[config.mk]
export PLATFORM = sky130hd
export DESIGN_NAME = player_mover
export DESIGN_NICKNAME = d
export VERILOG_FILES = /design/src/rtl/maze_pkg.sv /design/src/rtl/frame_edge_sync.sv /design/src/rtl/player_mover.sv
export SDC_FILE = /design/constraint.sdc
export NUM_CORES = 1
export LEC_CHECK = 0
export ABC_CLOCK_PERIOD_IN_PS = 7900
export CAP_MARGIN = 20
export CELL_PAD_IN_SITES_DETAIL_PLACEMENT = 1
export CELL_PAD_IN_SITES_GLOBAL_PLACEMENT = 1
export CORE_ASPECT_RATIO = 1.1
export CORE_MARGIN = 3
export CORE_UTILIZATION = 48
export DETAILED_ROUTE_END_ITERATION = 12
export HOLD_SLACK_MARGIN = 0.06
export MAX_ROUTING_LAYER = met4
export PLACE_DENSITY_LB_ADDON = 0.05
export SETUP_SLACK_MARGIN = 0.4
export SYNTH_ARGS = -nofsm -noshare
export SYNTH_HDL_FRONTEND = slang
export SYNTH_SLANG_ARGS = --single-unit
[constraint.sdc]
create_clock -name Clk -period 7.9 [get_ports Clk]
set_clock_uncertainty 0.1 [all_clocks]
set_input_delay 1.58 -clock Clk [delete_from_list [all_inputs] [get_ports Clk]]
set_output_delay 1.58 -clock Clk [all_outputs]
set_load 0.1 [all_outputs]
[src/rtl/maze_pkg.sv]
// Shared types, keycodes, screen geometry and candidate-step helpers for the
// maze game blocks.
package maze_pkg;

  typedef enum logic [2:0] {
    DIR_NONE  = 3'd0,
    DIR_UP    = 3'd1,
    DIR_DOWN  = 3'd2,
    DIR_LEFT  = 3'd3,
    DIR_RIGHT = 3'd4
  } dir_t;

  localparam logic [7:0] KEY_W = 8'h1A;
  localparam logic [7:0] KEY_A = 8'h04;
  localparam logic [7:0] KEY_S = 8'h16;
  localparam logic [7:0] KEY_D = 8'h07;

  localparam logic [10:0] SCREEN_W = 11'd640;
  localparam logic [10:0] SCREEN_H = 11'd480;

  function automatic dir_t decode_key(input logic [7:0] keycode);
    dir_t dir;
    case (keycode)
      KEY_W:   dir = DIR_UP;
      KEY_A:   dir = DIR_LEFT;
      KEY_S:   dir = DIR_DOWN;
      KEY_D:   dir = DIR_RIGHT;
      default: dir = DIR_NONE;
    endcase
    return dir;
  endfunction

  // Decrement that saturates at the top/left screen edge.
  function automatic logic [10:0] step_back(input logic [10:0] pos);
    return (pos == 11'd0) ? 11'd0 : pos - 11'd1;
  endfunction

  // Increment clamped so the whole box (pos .. pos+size-1) stays below limit.
  function automatic logic [10:0] step_fwd(input logic [10:0] pos,
                                           input logic [10:0] size,
                                           input logic [10:0] limit);
    logic [10:0] max_pos;
    max_pos = limit - size;
    return (pos + 11'd1 > max_pos) ? max_pos : pos + 11'd1;
  endfunction

endpackage

[src/rtl/frame_edge_sync.sv]
// Brings the asynchronous frame strobe into the clk domain and turns each
// rising edge into a single-cycle pulse.
module frame_edge_sync (
  input  logic clk,
  input  logic rst_n,
  input  logic frame_clk,
  output logic frame_edge
);

  logic [1:0] sync_q;
  logic       prev_q;

  // NOTE: sequential state is always written with non-blocking assignments so
  // every flop samples the pre-edge value of its neighbours.
  always_ff @(posedge clk or negedge rst_n) begin
    if (!rst_n) begin
      sync_q <= 2'b00;
      prev_q <= 1'b0;
    end else begin
      sync_q <= {sync_q[0], frame_clk};
      prev_q <= sync_q[1];
    end
  end

  assign frame_edge = sync_q[1] & ~prev_q;

endmodule

[src/rtl/player_mover.sv]
// Moves the player sprite one pixel per frame, probing the destination box
// for maze walls during the scan and committing at the frame boundary.
module player_mover
  import maze_pkg::*;
#(
  parameter logic [9:0] START_X = 10'd267,
  parameter logic [9:0] START_Y = 10'd187,
  parameter logic [9:0] SIZE    = 10'd4,
  parameter logic [9:0] GOAL_X0 = 10'd366,
  parameter logic [9:0] GOAL_X1 = 10'd374,
  parameter logic [9:0] GOAL_Y0 = 10'd280,
  parameter logic [9:0] GOAL_Y1 = 10'd294
) (
  input  logic       Clk,
  input  logic       Reset_n,
  input  logic       frame_clk,
  input  logic [9:0] DrawX,
  input  logic [9:0] DrawY,
  input  logic       is_maze,
  input  logic [7:0] keycode,
  output logic [9:0] PlayerX,
  output logic [9:0] PlayerY,
  output logic       is_player,
  output logic       at_goal
);

  localparam logic ST_PROBE  = 1'b0;
  localparam logic ST_COMMIT = 1'b1;

  localparam logic [10:0] SIZE_W = {1'b0, SIZE};

  logic        state;
  dir_t        dir;
  logic        hit;
  logic        goal_check;
  logic        frame_edge;
  logic [10:0] cand_x;
  logic [10:0] cand_y;
  logic [10:0] draw_x;
  logic [10:0] draw_y;
  logic [10:0] pos_x;
  logic [10:0] pos_y;
  logic        in_cand;
  logic        in_goal;

  frame_edge_sync u_frame_edge_sync (
    .clk        (Clk),
    .rst_n      (Reset_n),
    .frame_clk  (frame_clk),
    .frame_edge (frame_edge)
  );

  assign draw_x = {1'b0, DrawX};
  assign draw_y = {1'b0, DrawY};
  assign pos_x  = {1'b0, PlayerX};
  assign pos_y  = {1'b0, PlayerY};

  // NOTE: every signal written here gets a default first, so no path through
  // the case leaves it unassigned and no latch is inferred.
  always_comb begin
    cand_x = pos_x;
    cand_y = pos_y;
    case (dir)
      DIR_UP:    cand_y = step_back(pos_y);
      DIR_DOWN:  cand_y = step_fwd(pos_y, SIZE_W, SCREEN_H);
      DIR_LEFT:  cand_x = step_back(pos_x);
      DIR_RIGHT: cand_x = step_fwd(pos_x, SIZE_W, SCREEN_W);
      default:   ;
    endcase
  end

  assign in_cand = (draw_x >= cand_x) && (draw_x <= cand_x + SIZE_W - 11'd1) &&
                   (draw_y >= cand_y) && (draw_y <= cand_y + SIZE_W - 11'd1);

  assign is_player = (draw_x >= pos_x) && (draw_x <= pos_x + SIZE_W - 11'd1) &&
                     (draw_y >= pos_y) && (draw_y <= pos_y + SIZE_W - 11'd1);

  assign in_goal = (pos_x >= {1'b0, GOAL_X0}) &&
                   (pos_x + SIZE_W - 11'd1 <= {1'b0, GOAL_X1}) &&
                   (pos_y >= {1'b0, GOAL_Y0}) &&
                   (pos_y + SIZE_W - 11'd1 <= {1'b0, GOAL_Y1});

  always_ff @(posedge Clk or negedge Reset_n) begin
    if (!Reset_n) begin
      state      <= ST_PROBE;
      dir        <= DIR_NONE;
      hit        <= 1'b0;
      goal_check <= 1'b0;
      PlayerX    <= START_X;
      PlayerY    <= START_Y;
      at_goal    <= 1'b0;
    end else begin
      goal_check <= (state == ST_COMMIT);
      if (goal_check && in_goal)
        at_goal <= 1'b1;

      case (state)
        ST_PROBE: begin
          // A wall seen in the same cycle as the frame edge still counts.
          if (is_maze && in_cand)
            hit <= 1'b1;
          if (frame_edge)
            state <= ST_COMMIT;
        end
        default: begin
          if (dir != DIR_NONE && !hit && !at_goal) begin
            PlayerX <= cand_x[9:0];
            PlayerY <= cand_y[9:0];
          end
          dir   <= decode_key(keycode);
          hit   <= 1'b0;
          state <= ST_PROBE;
        end
      endcase
    end
  end

endmodule

* Word-level counts from Yosys, hierarchy flattened
Cells that the tools add are included.
** Storage, ports and cells
- Input bits :: 32
- Word-level logic and storage cells :: 76
- Bits in registers :: 30
** Operators by class
- Bitwise logic cells :: 2
- Multiplexer cells :: 11
- Eq/ne operators :: 8
- Reductions and logical operators :: 20
- $lt $le $gt $ge :: 14
- $add $sub $neg :: 12
** Operators with widths (number)
- <= comparator 10 x 11 -> 1 bit :: 4
- two-way mux 11 bit :: 4
- case mux 11 bit (2 select lines) :: 2
- subtractor 11 x 1 -> 11 bit (second input constant) :: 4
- adder 10 x 1 -> 11 bit (second input constant) :: 2
- adder 10 x 3 -> 11 bit (second input constant) :: 2
- adder 11 x 3 -> 11 bit (second input constant) :: 2
- >= comparator 10 x 11 -> 1 bit :: 2
- <= comparator 11 x 9 -> 1 bit (second input constant) :: 2
- logical NOT 11 bit :: 2
- subtractor 10 x 1 -> 11 bit (second input constant) :: 2
- >= comparator 10 bit :: 2
- >= comparator 10 x 9 -> 1 bit (second input constant) :: 2
- == test 8 x 3 -> 1 bit (second input constant) :: 2
- == test 8 x 5 -> 1 bit (second input constant) :: 2
- logical AND 1 bit :: 13
- case mux 3 bit (4 select lines) :: 1
- > comparator 11 x 10 -> 1 bit (second input constant) :: 1
- > comparator 11 x 9 -> 1 bit (second input constant) :: 1
- == test 3 x 2 -> 1 bit (second input constant) :: 2
- two-way mux 1 bit :: 4
- == test 3 x 1 -> 1 bit (second input constant) :: 1
- == test 3 bit (second input constant) :: 1
- nonzero test 3 bit :: 1
- other kinds (5) :: 6

* Logic depth before layout (Yosys ltp)
Gate-level depths: netlist (run 1).
- Word-level depth :: 13
- Mapped depth :: 20
- Mapped depth without buffers :: 19

* Modules after synthesis
Synthesis (run 1) repeated with hierarchy kept, for this count alone.
** Second synthesis, totals
- Cells, all modules :: 657
- Area, all modules :: 5108.6 um^2
** Modules (own cells, without submodules)
- player_mover :: area an instance 5019.8 um^2, cells each 653, instances 1, sequential area each 688.2 um^2
- frame_edge_sync :: area an instance 88.8 um^2, cells each 4, instances 1, sequential area each 75.1 um^2

* Worst setup path after synthesis (run 1)
No wires, ideal clock.
- Path kind :: input port to output port
- Start point :: in DrawY[1]
- End point :: out is_player
- Required time :: 6.220 ns
- Arrival time :: 7.520 ns
- Stages on the path :: 9
- Setup slack :: -1.300 ns
- Cells stage by stage :: ha_1 -> nor2b_1 -> o21a_1 -> o21a_1 -> o21a_1 -> o21a_1 -> o21ai_0 -> a21oi_1 -> a2111oi_0
** Between the ends
- Word-level cells in the longest chain between the ends :: 3
** RTL lines
- from (decl) :: line player_mover.sv:18 : input logic [9:0] DrawY,
- >= comparator 10 bit :: line player_mover.sv:76 : (draw_y >= pos_y) && (draw_y <= pos_y + SIZE_W - 11'd1);
- logical AND 1 bit :: line player_mover.sv:75 : assign is_player = (draw_x >= pos_x) && (draw_x <= pos_x + SIZE_W - 11'd1) &&
- logical AND 1 bit * :: line player_mover.sv:76
- to (decl) :: line player_mover.sv:23 : output logic is_player,
Mark *: on every way between the ends. The rest lies on a longest branch, timed or not.

* Worst setup path in the final report (run 1)
- Start point :: in DrawX[1]
- End point :: out is_player
** Between the ends
- Word-level cells in the longest chain between the ends :: 4
** RTL lines
- from (decl) :: line player_mover.sv:17 : input logic [9:0] DrawX,
- <= comparator 10 x 11 -> 1 bit or >= comparator 10 bit (tied branches) :: line player_mover.sv:75
- logical AND 1 bit * (2 in a row) :: line player_mover.sv:75
- logical AND 1 bit * :: line player_mover.sv:76
Marked as above.

==> metrics.yaml, run 1 <==
antenna_found_initial: 0
cts_sinks: 30
overflow: 0
wl_mm: 17.7
port_buffers: 53
outcome: "completed"
layout_setup_ws_ns: 1.96
min_path_type: "flip-flop to flip-flop"
grt_max_degree: 31
clockBufferDepth: 2
ctsHoldBuffers: 0
die_h_um: 115
postCtsSetupRepairBufs: 0
drt_pass1_iterations: 5
ys_ff_latch: 30
dr_total_vias: 5400
drc: 0
avgSynthCellArea_um2: 7.94
wl_per_cell_um: 21.3
synth_cells: 658
synth_seq_area_share_pct: 14.6
maxCapViolCount: 0
total_leakage_power_nw: 2.21
grt_pass1_vias: 5693
async_reset_ff_share_pct: 100
drive_above_1_share_pct: 8.13
rows: 39
nets: 810
critical_path_arrival_ns: 4.26
slew_headroom_pct: 34.3
power_density_nw_per_um2: 372
fp.coreArea_um2: 10500
hold_violations: 0
yosysTopAreaCell: "ha_1"
track_usage_pct: 30.2
finalSetupTns_ns: 0
cts_tree: "yes"
peakVddDrop_v: 0.000271
initial_utilization_pct: 49.8
ant_nets: 0
yosysMostFrequentCell: "ha_1"
place_hpwl_mm: 13.9
period_share_pct: 75.2
first_iter_violations: 249
clk_latency_ns: 0.28
drv_slew: 0
critical_path_class: "input port to primary output"
worst-path-max-fanout: 4
grt_pass1_wl_mm: 29.1
setup_viol: 0
stdcell_area_um2: 5960
via_per_inst: 6.49
cts-root-buf: "clkbuf_16"
synth_nets: 780
synth_edf_count: 0
yosys.area.top_type_share_pct: 21.5
syn_area_um2: 5230
gp_congestion: 0.936
die_w_um: 106
synthTopCellsByArea: "ha_1 (22%), dfrtp_1 (9.6%), o21ai_0 (5.5%), dfstp_2 (5.0%), xnor2_1 (5.0%)"
synth_cell_type_count: 79
start_kind: "input port"
fmax_ghz: 0.168
rsz0062_at_grt: "no"
htree_num_levels: 2
antennaDiodeCount: 0
area_growth_pct: 14.0
post-route-min-period_ns: 5.94
synth_warnings: 0
nFillCells: 1292
tightest_slew_ns: 0.982
ios: 54
preCtsSetupSlack_ns: 1.96
cts_inserted_buffers: 5
synthTopCellsByCount: "ha_1 (90), nand2_1 (63), o21ai_0 (57)"
dieArea_um2: 12200
endpoint_kind: "primary output"
yosys_most_used_dff: "dfrtp_1"
placed_area_um2: 5800
worst_hold_slack_ns: 0.254
clk_pin_slew_worst_paths_ns: 0.06
cts_resized: 0
required_ns: 6.22
[flip-flops by register name (all words and copies together) (netlist names)]
register / cells
at_goal: 1
u_frame_edge_sync.sync_q: 2
hit: 1
PlayerX: 10
u_frame_edge_sync.prev_q: 1
PlayerY: 10
dir: 3
state: 1
goal_check: 1
[layout make-up]
class / instances / area [um2] / share of cell area [%]
clock buffer: 5 / 125 / 2.10
sequential: 30 / 763 / 12.8
multi-input combinational: 558 / 4170 / 69.9
inverter: 37 / 139 / 2.33
clock inverter: 3 / 40.0 / 0.672
timing repair buffer: 56 / 551 / 9.23
tap: 143 / 179 / 3.00
[layout by cell type, fill, tap and decap left out, drive strengths merged, types with 5 or more instances in the layout]
cell / netlist / layout
nand3b: 6 / 6
a21oi: 36 / 36
dfstp: 10 / 10
a31oi: 7 / 7
nor3b: 8 / 8
o21a: 18 / 18
nand2: 63 / 63
nand4: 22 / 22
nor2: 35 / 35
nand3: 20 / 20
or3: 6 / 6
dfrtp: 20 / 20
or4: 5 / 5
nand2b: 11 / 11
a2111oi: 8 / 8
nor2b: 6 / 6
xor2: 8 / 8
clkbuf: 15 / 5
nor3: 17 / 17
a21o: 7 / 7
xnor2: 30 / 30
inv: 36 / 36
ha: 90 / 90
nor4: 13 / 13
o21ai: 60 / 60
o211ai: 9 / 9
clkdlybuf4s50: 0 / 52
a21boi: 6 / 6
[worst paths after layout]
check	slack, ns	cells after the start	end	start
hold reg to reg	0.25	0	u_frame_edge_sync.sync_q[1]	u_frame_edge_sync.sync_q[0]
min in group asynchronous	1.61	2	dir[0]	Reset_n
setup reg to reg	2.70	19	hit	PlayerX[0]
hold / removal	0.25	0	u_frame_edge_sync.sync_q[1]	u_frame_edge_sync.sync_q[0]
max in group asynchronous	5.75	2	PlayerX[3]	Reset_n
setup / recovery	1.96	11	is_player	DrawX[1]
[routing by layer]
metal	global-route usage [%]	up-vias	share of wire, %
li1	-	2528	-
met1	34.0	2655	40
met2	55.7	174	52
met3	3.01	43	4.3
met4	11.2	0	3.8
met5	-	-	0
[worst max-delay path, stage by stage]
cell and delay (ns):
clkdlybuf4s50_1 0.50, ha_1 0.36, nor2b_1 0.14, o21a_1 0.16
o21a_1 0.16, o21a_1 0.16, o21a_1 0.16, o21ai_0 0.18
a21oi_1 0.14, a2111oi_2 0.37, buf_4 0.36
[stage by stage]
| stage | total power, W | instances | utilization (%) |
|---|---|---|---|
| CTS | 0.00221 | 832 | 56.8 |
| global route | 0.00240 | 832 | 56.8 |
| floorplan | 0.00155 | 658 | - |
| detailed placement | 0.00197 | 824 | 55.3 |
| finish | 0.00222 | 832 | 56.8 |
| global placement | 0.00190 | 824 | 55.3 |
[report_power, final]
group          total (W)  internal (W)  switching, W  leakage [nW]
clock           0.000225      0.000148     0.0000773        0.0836
combinational    0.00164      0.000566       0.00107          1.77
sequential      0.000356      0.000207      0.000149         0.365
total            0.00222      0.000921       0.00130          2.21
[kinds of logic (layout without fill, tap and decap cells)]
| group | Yosys count | in the layout | share of synthesized area, % |
|---|---|---|---|
| and+or+nand+nor | 232 | 232 | 24.5 |
| xor gates and xnor gates | 38 | 38 | 6.37 |
| AOI/OAI and AO/OA | 196 | 196 | 26.7 |
| buffers and inverters | 70 | 101 | 5.84 |
| adders and majority gates | 90 | 90 | 21.5 |
| DFF | 30 | 30 | 14.6 |
| muxes | 2 | 2 | 0.383 |
Note: power is estimated with default switching activity, not from simulation.
==> run 2: changes to the inputs <==
ABC_CLOCK_PERIOD_IN_PS = 5700   (was 7900)
CORE_UTILIZATION = 44   (was 48)
clock period = 5.7 ns   (was 7.9 ns; I/O delays follow)
==> metrics.yaml, run 2 (synthesized netlist as in run 1, its figures left out) <==
hold_violations: 0
placed_area_um2: 5860
setup_viol: 0
layout_setup_ws_ns: 0.714
endpoint_kind: "flip-flop"
crit_family: "compound AO/OA/AOI/OAI gates"
p_int_w: 0.00127
drc: 0
drv_slew: 0
htree_num_levels: 2
required_ns: 5.78
nFillCells: 1432
ant_nets: 0
slew_headroom_pct: 34.8
track_usage_pct: 29.1
combPwrFrac_pct: 75.3
cts_sinks: 30
cts-root-buf: "clkbuf_16"
area_growth_pct: 14.9
initial_utilization_pct: 45.3
top_regs: "PlayerX (10), PlayerY (10), dir (3)"
rows: 41
power_frac_seq_pct: 15.8
fmax_ghz: 0.201
gp_congestion: 0.938
outcome: "completed"
period_share_pct: 87.5
antenna_found_initial: 0
wl_per_cell_um: 21.6
finalSetupTns_ns: 0
tightest_slew_ns: 0.975
postCtsSetupRepairBufs: 0
grt_pass1_wl_mm: 29.5
switchingPower_w: 0.00182
port_buffers: 53
total_leakage_power_nw: 2.23
grt_pass1_vias: 5614
drt_pass1_iterations: 5
clk_latency_ns: 0.28
preCtsSetupSlack_ns: 0.710
die_w_um: 110
worst-path-max-fanout: 12
place_hpwl_mm: 14.5
power_density_nw_per_um2: 514
critical_path_class: "flip-flop to flip-flop"
rsz0062_at_grt: "no"
stdcell_area_um2: 6010
final_util_pct: 52.1
clockBufferDepth: 2
dieArea_um2: 13200
final_cell_mix: "ha_1 (90), nand2_1 (63), o21ai_0 (57)"
slowest_stage: "dfstp_2"
clk_pin_slew_worst_paths_ns: 0.06
peakVddDrop_v: 0.000364
first_iter_violations: 260
crit_top_cell: "ha_1"
drive_above_1_share_pct: 8.51
path_cells: "ha_1, nand4_1, or4_1, nand3_2, a2111oi_2, a211oi_4, inv_1, ha_1, nor2_1, nand2_1, a2111oi_4, xor2_1, ha_1, a21oi_1, nor2b_1, o311a_1, o21ai_0, a31oi_1, a211oi_1"
cts_resized: 0
ctsHoldBuffers: 0
post-route-min-period_ns: 4.99
layout_commonest_cell: "ha_1"
wl_mm: 18.2
sw_frac_of_total_pct: 58.9
p_clk_share_pct: 8.9
overflow: 0
maxCapViolCount: 0
cts_tree: "yes"
start_kind: "flip-flop"
antennaDiodeCount: 0
worst-path-buf-inv: 1
fp.coreArea_um2: 11500
dr_total_vias: 5264
cts_inserted_buffers: 5
min_path_type: "flip-flop to flip-flop"
via_per_inst: 6.24
cpPeakStageDelay_ns: 0.69
grt_max_degree: 31
nets: 814
ios: 54
critical_path_arrival_ns: 5.07
die_h_um: 120
## run 2: per-stage QoR
step           instances  power, W  hold WS, ns
2_1_floorplan        658   0.00215        0.231
3_3_place_gp         835   0.00270        0.233
3_5_place_dp         835   0.00280        0.237
4_1_cts              843   0.00309        0.249
5_1_grt              843   0.00335        0.261
6_report             843   0.00309        0.248
## run 2: final timing paths
| path | slack, ns | from | depth (start not counted) | endpoint |
|---|---|---|---|---|
| worst max-delay path | 0.71 | PlayerX[0] | 19 | hit |
| worst min register to register | 0.25 | u_frame_edge_sync.sync_q[0] | 0 | u_frame_edge_sync.sync_q[1] |
| min in group asynchronous | 1.17 | Reset_n | 2 | PlayerX[7] |
| worst max register to register | 0.71 | PlayerX[0] | 19 | hit |
| worst min-delay path | 0.25 | u_frame_edge_sync.sync_q[0] | 0 | u_frame_edge_sync.sync_q[1] |
| max in group asynchronous | 4.00 | Reset_n | 2 | PlayerX[8] |
## run 2: layer usage
layer / part of all wire, % / track usage, % / wire length (um)
met1: 41 / 33.6 / 7450
met2: 51 / 49.8 / 9230
met3: 3.2 / 2.88 / 590
met4: 5.1 / 14.1 / 921
met5: 0 / - / 0
## run 2: final cells by class
class | count | area, um2 | area share (%)
tap | 150 | 188 | 3.12
timing repair buffer | 60 | 593 | 9.87
clock inverter | 1 | 5.00 | 0.0833
inverter | 37 | 139 | 2.31
sequential | 30 | 763 | 12.7
clock buffer | 7 | 143 | 2.37
multi-input combinational | 558 | 4180 | 69.5
## run 2: worst reg2reg max path, stage by stage (launching register included)
cell and delay [ns]:
dfstp_2 0.69, ha_1 0.31, nand4_1 0.14, or4_1 0.57, nand3_2 0.15, a2111oi_2 0.11, a211oi_4 0.35, inv_1 0.12
ha_1 0.26, nor2_1 0.12, nand2_1 0.10, a2111oi_4 0.41, xor2_1 0.19, ha_1 0.29, a21oi_1 0.17, nor2b_1 0.07
o311a_1 0.28, o21ai_0 0.17, a31oi_1 0.08, a211oi_1 0.23
## run 2: power by group through the flow
stage / clock network [W] / logic, W / registers [W]
global placement: 0 / 0.00222 / 0.000477
floorplan: 0 / 0.00145 / 0.000699
detailed placement: 0 / 0.00231 / 0.000483
finish: 0.000275 / 0.00233 / 0.000487
CTS: 0.000280 / 0.00233 / 0.000481
global route: 0.000290 / 0.00255 / 0.000501
==> run 3: changes to the inputs <==
CAP_MARGIN = unset   (was 20)
CTS_CLUSTER_DIAMETER = 60   (was unset)
==> results of run 3 <==
The final DEF is identical to that of run 2; final timing and power are the same.
==> RTL edit: new RTL, flow settings as in run 3 <==
The parameter `GOAL_Y0` goes from 10'd280 to 10'd140.
--- a/src/rtl/player_mover.sv
+++ b/src/rtl/player_mover.sv
@@ -10,3 +10,3 @@
   parameter logic [9:0] GOAL_X1 = 10'd374,
-  parameter logic [9:0] GOAL_Y0 = 10'd280,
+  parameter logic [9:0] GOAL_Y0 = 10'd140,
   parameter logic [9:0] GOAL_Y1 = 10'd294
Formal check against the unedited RTL: same outputs for any inputs over 10 cycles, from zero or initial values and one cycle with Reset_n low; that may be too few to reach the edited logic, so the function may still have changed.
==> RTL edit against run 3 <==
Final area down 3.7%; synthesized area down 4.9%; setup slack better by 0.068 ns; total power down 3.4%; clock power up 3%; sequential cell count unchanged; combinational power down 4%; hold slack better by 0.014 ns; critical path type unchanged; routed wire length down 7.8%.
==> RTL edit: results (changes against run 3) <==
- The number of filler instances in the final layout is 1,362 (was 1,432).
* Worst IR drop on VDD: 348 µV (was 364 µV)
* Placed Instances: 826 (was 835)
* Part of the Yosys area used for sequential elements: 15.3% (was 14.6%)
- Vias post-DR: 5,160 (was 5,264)
- Number of global-route vias before repair: 5,499 (was 5,614)
* Area of placed instances: 0.00562 mm² (was 0.00586 mm²)
* GR Util All Layers: 27.8% (was 29.1%)
- Violation count after the first detailed-route iteration: 178 (was 260)
- Status: completed (unchanged)
- Slew at the pin closest to its max-slew limit: 0.998 ns (was 0.975 ns)
- The final net count is 807 (was 814).
- Half-perimeter wire length of the detailed placement result: 13.4 mm (was 14.5 mm)
- Family with the most delay on the worst path: compound AO/OA/AOI/OAI gates (unchanged)
* Top cell type's share of synthesized area: 22.4% (was 21.5%)
* P_leak: 2.17 nW (was 2.23 nW)
* Post-Syn Nets: 769 (was 780)
- Fraction of layout instances using a drive strength above 1: 9.02% (was 8.51%)
* Area contributors post-synth: sky130_fd_sc_hd__ha_1 22%, sky130_fd_sc_hd__dfrtp_1 10%, sky130_fd_sc_hd__o21ai_0 6.5% (was sky130_fd_sc_hd__ha_1 22%, sky130_fd_sc_hd__dfrtp_1 9.6%, sky130_fd_sc_hd__o21ai_0 5.5%)
* Global-route wire length before repair: 27.7 mm (was 29.5 mm)
- Initial antenna violation count: 0 (unchanged)
* Group drawing the most power: combinational logic (unchanged)
- Post-detailed-routing wire length: 16.8 mm (was 18.2 mm)
- Final Hold Fails: 0 (unchanged)
* Slowest cell on crit path: sky130_fd_sc_hd__or4b_1 (was sky130_fd_sc_hd__dfstp_2)
- Final weighted congestion in routability-driven placement: 0.990 (was 0.938)
- Post-CTS setup buffers: 0 (unchanged)
* Max FO, Critical Path: 14 (was 12)
- The arrival time of data at the critical path endpoint was 5.01 ns (was 5.07 ns).
* Number of warnings reported in the yosys synthesis log: 0 (unchanged)
- Largest net degree at the start of global routing: 31 (unchanged)
- The average wire per cell in the routed design came to 20.1 µm (was 21.6 µm).
* Clock network fraction of total power: 9.5% (was 8.9%)
- The power density over the cells was 516 mW/mm² (was 514 mW/mm²).
* Cell variety after synth: 80 (was 79)
- Most used standard cells in the synthesized netlist: 89 x sky130_fd_sc_hd__ha_1, 65 x sky130_fd_sc_hd__o21ai_0, 64 x sky130_fd_sc_hd__nand2_1, 43 x sky130_fd_sc_hd__a21oi_1, 43 x sky130_fd_sc_hd__nor2_1 (was 90 x sky130_fd_sc_hd__ha_1, 63 x sky130_fd_sc_hd__nand2_1, 57 x sky130_fd_sc_hd__o21ai_0, 36 x sky130_fd_sc_hd__a21oi_1)
- The internal power was 0.00125 W (was 0.00127 W).
* Crit path largest cell delay: 0.57 ns (was 0.69 ns)
* Synth Instances: 648 (was 658)
==> RTL edit: layout make-up <==
type	instances	area (µm²)	share of cell area (%)
multi-input combinational	556	3970	68.5
sequential	30	763	13.2
timing repair buffer	62	608	10.5
tap	147	184	3.18
clock buffer	7	143	2.47
inverter	31	116	2.01
clock inverter	1	5.00	0.0865
==> RTL edit: metrics by stage <==
stage | hold slack (ns) | setup WS (ns) | util [%]
CTS | 0.268 | 0.700 | 52.6
finish | 0.262 | 0.782 | 52.8
detailed placement | 0.255 | 0.763 | 51.2
global route | 0.289 | 0.416 | 52.8
floorplan | 0.231 | 0.718 | -
global placement | 0.234 | 0.852 | 51.2
==> RTL edit: kinds of logic after synthesis <==
| logic type | Yosys count | synth area share [%] |
|---|---|---|
| AO/OA/AOI/OAI | 200 | 26.1 |
| XOR/XNOR | 35 | 6.17 |
| adder cells (fa/ha/maj) | 90 | 22.6 |
| buffers and inverters | 62 | 5.66 |
| flip-flops | 30 | 15.3 |
| AND/OR/NAND/NOR | 231 | 24.2 |
==> RTL edit: final timing paths <==
path | slack (ns) | to | cells after the start | startpoint
max | 0.78 | hit | 19 | PlayerY[0]
min | 0.26 | u_frame_edge_sync.sync_q[1] | 0 | u_frame_edge_sync.sync_q[0]
max reg2reg | 0.78 | hit | 19 | PlayerY[0]
min reg2reg | 0.26 | u_frame_edge_sync.sync_q[1] | 0 | u_frame_edge_sync.sync_q[0]
max in group asynchronous | 3.97 | PlayerY[5] | 2 | Reset_n
min in group asynchronous | 1.17 | PlayerX[2] | 2 | Reset_n
==> RTL edit: routing by layer <==
layer	vias to the layer above	track usage [%]	wire length, µm	share of wire [%]
met5	-	-	0	0
met2	109	50.7	8840	53
li1	2490	-	-	-
met1	2523	29.7	6680	40
met3	38	2.85	469	2.8
met4	0	12.6	771	4.6
